<file path="config.mk">
export PLATFORM = sky130hd
export DESIGN_NAME = pea_writeback_ctrl
export DESIGN_NICKNAME = d
export VERILOG_FILES = /design/src/rtl/pea_writeback_ctrl.sv
export SDC_FILE = /design/constraint.sdc
export NUM_CORES = 1
export LEC_CHECK = 0
export ABC_AREA = 1
export CAP_MARGIN = 25
export CORE_AREA = 4 4 243 245
export CTS_CLUSTER_DIAMETER = 150
export DETAILED_ROUTE_END_ITERATION = 10
export DIE_AREA = 0 0 247 249
export HOLD_SLACK_MARGIN = 0.06
export SLEW_MARGIN = 10
export SYNTH_ARGS = -nofsm -noshare
export SYNTH_HDL_FRONTEND = slang
export SYNTH_SLANG_ARGS = --single-unit
</file>
<file path="constraint.sdc">
create_clock -name clk -period 3.4 [get_ports clk]
set_input_delay 0.68 -clock clk [delete_from_list [all_inputs] [get_ports clk]]
set_output_delay 0.68 -clock clk [all_outputs]
set_load 0.02 [all_outputs]
</file>
<file path="src/rtl/pea_writeback_ctrl.sv">
// rtl/pea_writeback_ctrl.sv - PE array result writeback into ping-pong buffer m1 port with 2-D addressing
// Optional dropped-word counter enabled by defining PEA_WB_DROP_CNT_EN.
module pea_writeback_ctrl #(
   parameter int BUS_W  = 256,
   parameter int ADDR_W = 16
) (
   input  logic              clk,
   input  logic              rst_n,
   input  logic              start,
   input  logic              abort,
   input  logic              dest_sel,
   input  logic [ADDR_W-1:0] base_addr,
   input  logic [ADDR_W-1:0] row_len,
   input  logic [ADDR_W-1:0] num_rows,
   input  logic [ADDR_W-1:0] row_stride,
   input  logic              pea_out_valid,
   input  logic [BUS_W-1:0]  pea_out_data,
   output logic              pea_out_ready,
   output logic [BUS_W-1:0]  m1_input_bus,
   output logic              buf1_m1_w_en,
   output logic              buf2_m1_w_en,
   output logic [ADDR_W-1:0] buf1_m1_w_addr,
   output logic [ADDR_W-1:0] buf2_m1_w_addr,
   output logic              busy,
   output logic              done,
   output logic [15:0]       drop_cnt
);

   typedef enum logic [1:0] {S_IDLE, S_ACTIVE, S_DRAIN, S_DONE} state_t;

   state_t            r_state;
   state_t            w_next;

   logic              r_dest_sel;
   logic [ADDR_W-1:0] r_row_len;
   logic [ADDR_W-1:0] r_num_rows;
   logic [ADDR_W-1:0] r_row_stride;
   logic [ADDR_W-1:0] r_row;
   logic [ADDR_W-1:0] r_col;
   logic [ADDR_W-1:0] r_row_base;

   logic              r_w_en1;
   logic              r_w_en2;
   logic [ADDR_W-1:0] r_addr;
   logic [BUS_W-1:0]  r_data;
   logic              r_busy;
   logic              r_done;

   logic              w_launch;
   logic              w_zero;
   logic              w_col_end;
   logic              w_last;
   logic              w_ready;
   logic              w_accept;
   logic              w_busy_nxt;
   logic              w_done_nxt;

   assign w_launch  = (r_state == S_IDLE) && start && !abort;
   assign w_zero    = (row_len == '0) || (num_rows == '0);
   assign w_col_end = (r_col == r_row_len - ADDR_W'(1));
   assign w_last    = w_col_end && (r_row == r_num_rows - ADDR_W'(1));

   always_ff @(posedge clk or negedge rst_n) begin
      if (!rst_n) begin
         r_state <= S_IDLE;
      end else begin
         r_state <= w_next;
      end
   end

   // Zero-size jobs pass through DRAIN so done lands two cycles after start.
   always_comb begin
      w_next = r_state;
      if (abort && (r_state != S_IDLE)) begin
         w_next = S_IDLE;
      end else begin
         case (r_state)
            S_IDLE:   if (w_launch) w_next = w_zero ? S_DRAIN : S_ACTIVE;
            S_ACTIVE: if (w_accept && w_last) w_next = S_DRAIN;
            S_DRAIN:  w_next = S_DONE;
            S_DONE:   w_next = S_IDLE;
            default:  w_next = S_IDLE;
         endcase
      end
   end

   always_comb begin
      w_ready    = (r_state == S_ACTIVE) && !abort;
      w_accept   = w_ready && pea_out_valid;
      w_busy_nxt = (w_next != S_IDLE);
      w_done_nxt = (w_next == S_DONE);
   end

   always_ff @(posedge clk or negedge rst_n) begin
      if (!rst_n) begin
         r_dest_sel   <= 1'b0;
         r_row_len    <= '0;
         r_num_rows   <= '0;
         r_row_stride <= '0;
         r_row        <= '0;
         r_col        <= '0;
         r_row_base   <= '0;
      end else if (w_launch) begin
         r_dest_sel   <= dest_sel;
         r_row_len    <= row_len;
         r_num_rows   <= num_rows;
         r_row_stride <= row_stride;
         r_row        <= '0;
         r_col        <= '0;
         r_row_base   <= base_addr;
      end else if (w_accept) begin
         if (w_col_end) begin
            r_col      <= '0;
            r_row      <= r_row + ADDR_W'(1);
            r_row_base <= r_row_base + r_row_stride;
         end else begin
            r_col      <= r_col + ADDR_W'(1);
         end
      end
   end

   always_ff @(posedge clk or negedge rst_n) begin
      if (!rst_n) begin
         r_w_en1 <= 1'b0;
         r_w_en2 <= 1'b0;
         r_addr  <= '0;
         r_data  <= '0;
         r_busy  <= 1'b0;
         r_done  <= 1'b0;
      end else begin
         r_w_en1 <= w_accept && !r_dest_sel;
         r_w_en2 <= w_accept && r_dest_sel;
         r_busy  <= w_busy_nxt;
         r_done  <= w_done_nxt;
         if (w_accept) begin
            r_addr <= r_row_base + r_col;
            r_data <= pea_out_data;
         end
      end
   end

`ifdef PEA_WB_DROP_CNT_EN
   logic [15:0] r_drop_cnt;

   always_ff @(posedge clk or negedge rst_n) begin
      if (!rst_n) begin
         r_drop_cnt <= '0;
      end else if (w_launch) begin
         r_drop_cnt <= '0;
      end else if (pea_out_valid && !w_ready && r_busy && (r_drop_cnt != 16'hFFFF)) begin
         r_drop_cnt <= r_drop_cnt + 16'd1;
      end
   end

   assign drop_cnt = r_drop_cnt;
`else
   assign drop_cnt = 16'd0;
`endif

   assign pea_out_ready  = w_ready;
   assign m1_input_bus   = r_data;
   assign buf1_m1_w_en   = r_w_en1;
   assign buf2_m1_w_en   = r_w_en2;
   assign buf1_m1_w_addr = r_addr;
   assign buf2_m1_w_addr = r_addr;
   assign busy           = r_busy;
   assign done           = r_done;

endmodule
</file>
==> metrics.txt <==
Setup WS pre-CTS 0.7187 ns; Mapped Area 17,760 sq um; Post-Synthesis Cells 2,220; GRT Util Overall 24.38%; CP max stage cell clkdlybuf4s50_1; max frequency 372.0 MHz; worst-margin pin slew 0.8960 ns; DRT antenna net count 0; Filler cells 5,574; critical path startpoint category input port; Setup TNS 0 ns; drt drc 0; CP Class in -> out; WP data arrival 2.01 ns; port bufs 618; routed wire length 76.51 mm; Root Buffer clkbuf_16; first-pass GRT wire length 112.5 mm; hold_ws 0.1290 ns; crit-path leading delay family buffers and inverters; grt met2 use 41.33%; initial core utilization 31.08%; Clock H-tree levels 2; Syn. warnings 0; Synth async-reset ratio 100.0%; fin cells 3,625; Synth area leader dfrtp_1; die height 249 um; RSZ-0062 raised after global routing no; Rows 88; Lkg Pwr 12.87 nW; Nets 3,176; worst min path class in -> async; Synth top area share 52.84%; PwrDens 800.5 nW/um^2; I/O Pins 635; ys flop type dfrtp_1; worst-path cell chain clkdlybuf4s50_1 -> nor2_1 -> clkdlybuf4s50_1; Most Frequent Cell on Critical Path clkdlybuf4s50_1; outcome completed; relative slew slack 40.27%; Post-synth EDFFs 0; Inserted Clock Buffers 46; initial antenna violation count 15; vias in the first global route 17,210; maxcap violations 0; Worst Path Required 2.72 ns; final estimated routing congestion in global placement 0.9621; crit-path max FO 2; via count 16,890; Final setup viols 0; clk_lat worst skew 0.58 ns; skew final 0.01423 ns; Mean Syn Cell Area 8.000 sq um; placed instance count 3,531; Die W 247 um; Pins Over Slew Limit 0; GRT busiest layer met2; die area 61,500 sq um; # Post-CTS Setup Buffers 0; footprint of the multi-input gates 7422 sq um; Hold Vio Cnt, Final 0; CTS Hold Bufs 0; worst vdd ir 0.5493 mV; part of the cycle the worst path needs 79.06%; wire per inst 21.11 um; Synth area leaders dfrtp_1 53%, nand2_1 24%, xor2_1 2.5%; Synth Register Bits 375; Reg area 9384 sq um; met3 Resource Use GR 7.115%; clk sinks 375; core area 57,140 sq um; layout cells sized above 1 5.049%; vias per inst 4.658; sequential-to-total area share from yosys stat 52.84%; CTS tree yes; Post-CTS Resized 0; CP max stage delay 0.65 ns; Final min period 2.688 ns; final HPWL from detailed placement 59.12 mm; Iter 0 DRT Violations 1,193; Synth cell types 42; CP Buf/Inv Count 2; GRT Residual Overflow 0; clock buffer depth 3; drt pass-1 iters 6; met1 Use GR 29.91%; Worst Setup End Kind output pin; area grow syn2layout 48.56%; largest net degree at the start of global routing 159; Clock Pin Slew Worst Setup and Hold Paths 0.05 ns; final setup margin 0.7120 ns
[cell type report]
class                           count  share of cell area [%]
Antenna cell                        8                 0.07588
Clock buffer                       70                   5.440
Clock inverter                     16                  0.9058
Inverter                          107                   1.551
Multi-Input combinational cell   1636                   28.13
Sequential cell                   375                   35.57
Tap cell                          765                   3.628
Timing Repair Buffer              648                   24.70
[kinds of logic after synthesis]
family	after synthesis	share of synthesized area [%]
and+or+nand+nor	1360	30.22
DFF	375	52.84
buffers and inverters	224	5.770
AOI/OAI and AO/OA	153	5.023
xor gates and xnor gates	71	3.501
adders and majority gates	36	2.621
other	1	0.02112
[flip-flops by register name (all words and copies together) (netlist names)]
| signal | flops |
|---|---|
| buf1_m1_w_addr | 16 |
| buf1_m1_w_en | 1 |
| buf2_m1_w_en | 1 |
| busy | 1 |
| done | 1 |
| m1_input_bus | 256 |
| r_col | 16 |
| r_dest_sel | 1 |
| r_num_rows | 16 |
| r_row | 16 |
| r_row_base | 16 |
| r_row_len | 16 |
| r_row_stride | 16 |
| r_state | 2 |
[metal layers]
metal	up-vias	wire length, um
li1	8072	-
met1	8119	30970
met2	587	37630
met3	106	5627
met4	2	2273
met5	-	13
[through the flow]
step	util [%]	area, sq um	power, mW
detailed placement	43.20	24690	15.75
finish	46.17	26380	21.12
CTS	46.13	26360	21.35
global route	46.16	26380	22.42
global placement	43.20	24690	15.71
floorplan	-	17820	11.41
[synthesized netlist by cell type, types with 2 or more instances]
cell,n
nor4_1,12
inv_1,106
nand3_1,69
or2_2,10
dfrtp_1,375
o22ai_1,12
o21ai_1,2
nor2_4,3
a21o_1,4
a31oi_1,3
clkbuf_1,72
fa_1,2
o21ai_0,79
buf_4,32
nor2_2,5
xnor2_1,20
a21oi_1,33
nand4_1,8
nand2_1,1129
ha_1,34
nand3b_1,11
buf_8,2
o31ai_1,4
buf_6,2
buf_2,7
xor2_1,51
nor2_1,99
o21bai_1,2
nor3_1,11
o211ai_2,9
[power breakdown]
group	leakage [nW]	internal [mW]	total, mW	switching, mW
Combinational	7.33	3.71	8.54	4.83
Clock	0.829	3.37	5.41	2.04
Sequential	4.71	5.87	7.18	1.30
Total	12.9	12.9	21.1	8.18
[worst reg2reg max path, stage by stage (launching register included)]
cell and delay, ns:
dfrtp_1 0.36, ha_1 0.17, inv_1 0.05, fa_1 0.40
o21ai_0 0.42, a21boi_0 0.29, o21ai_0 0.33, a21oi_1 0.13
xor2_1 0.14, nand2_1 0.06, nand3_1 0.06, nand2_1 0.05
[placed cells by master (no fill, tap or decap), types with 16 or more instances in the layout]
cell / Yosys / final
nand2_1: 1129 / 1128
clkdlybuf4s50_1: 0 / 617
dfrtp_1: 375 / 375
inv_1: 106 / 104
nor2_1: 99 / 98
o21ai_0: 79 / 79
nand3_1: 69 / 69
xor2_1: 51 / 51
clkbuf_16: 0 / 49
ha_1: 34 / 34
a21oi_1: 33 / 33
buf_4: 32 / 22
xnor2_1: 20 / 20
conb_1: 1 / 16
[worst paths after layout]
check | startpoint | to | slack [ns] | cells after the start
max reg2reg | r_row_base[0] | r_row_base[10] | 0.83 | 11
min in group clk | r_dest_sel | buf1_m1_w_en | 0.42 | 1
min | rst_n | r_row[5] | 0.13 | 1
min reg2reg | r_dest_sel | buf1_m1_w_en | 0.42 | 1
max | abort | pea_out_ready | 0.71 | 3
max in group asynchronous | rst_n | r_row_len[10] | 2.44 | 2
No activity file was read; power rests on OpenSTA's default activity.
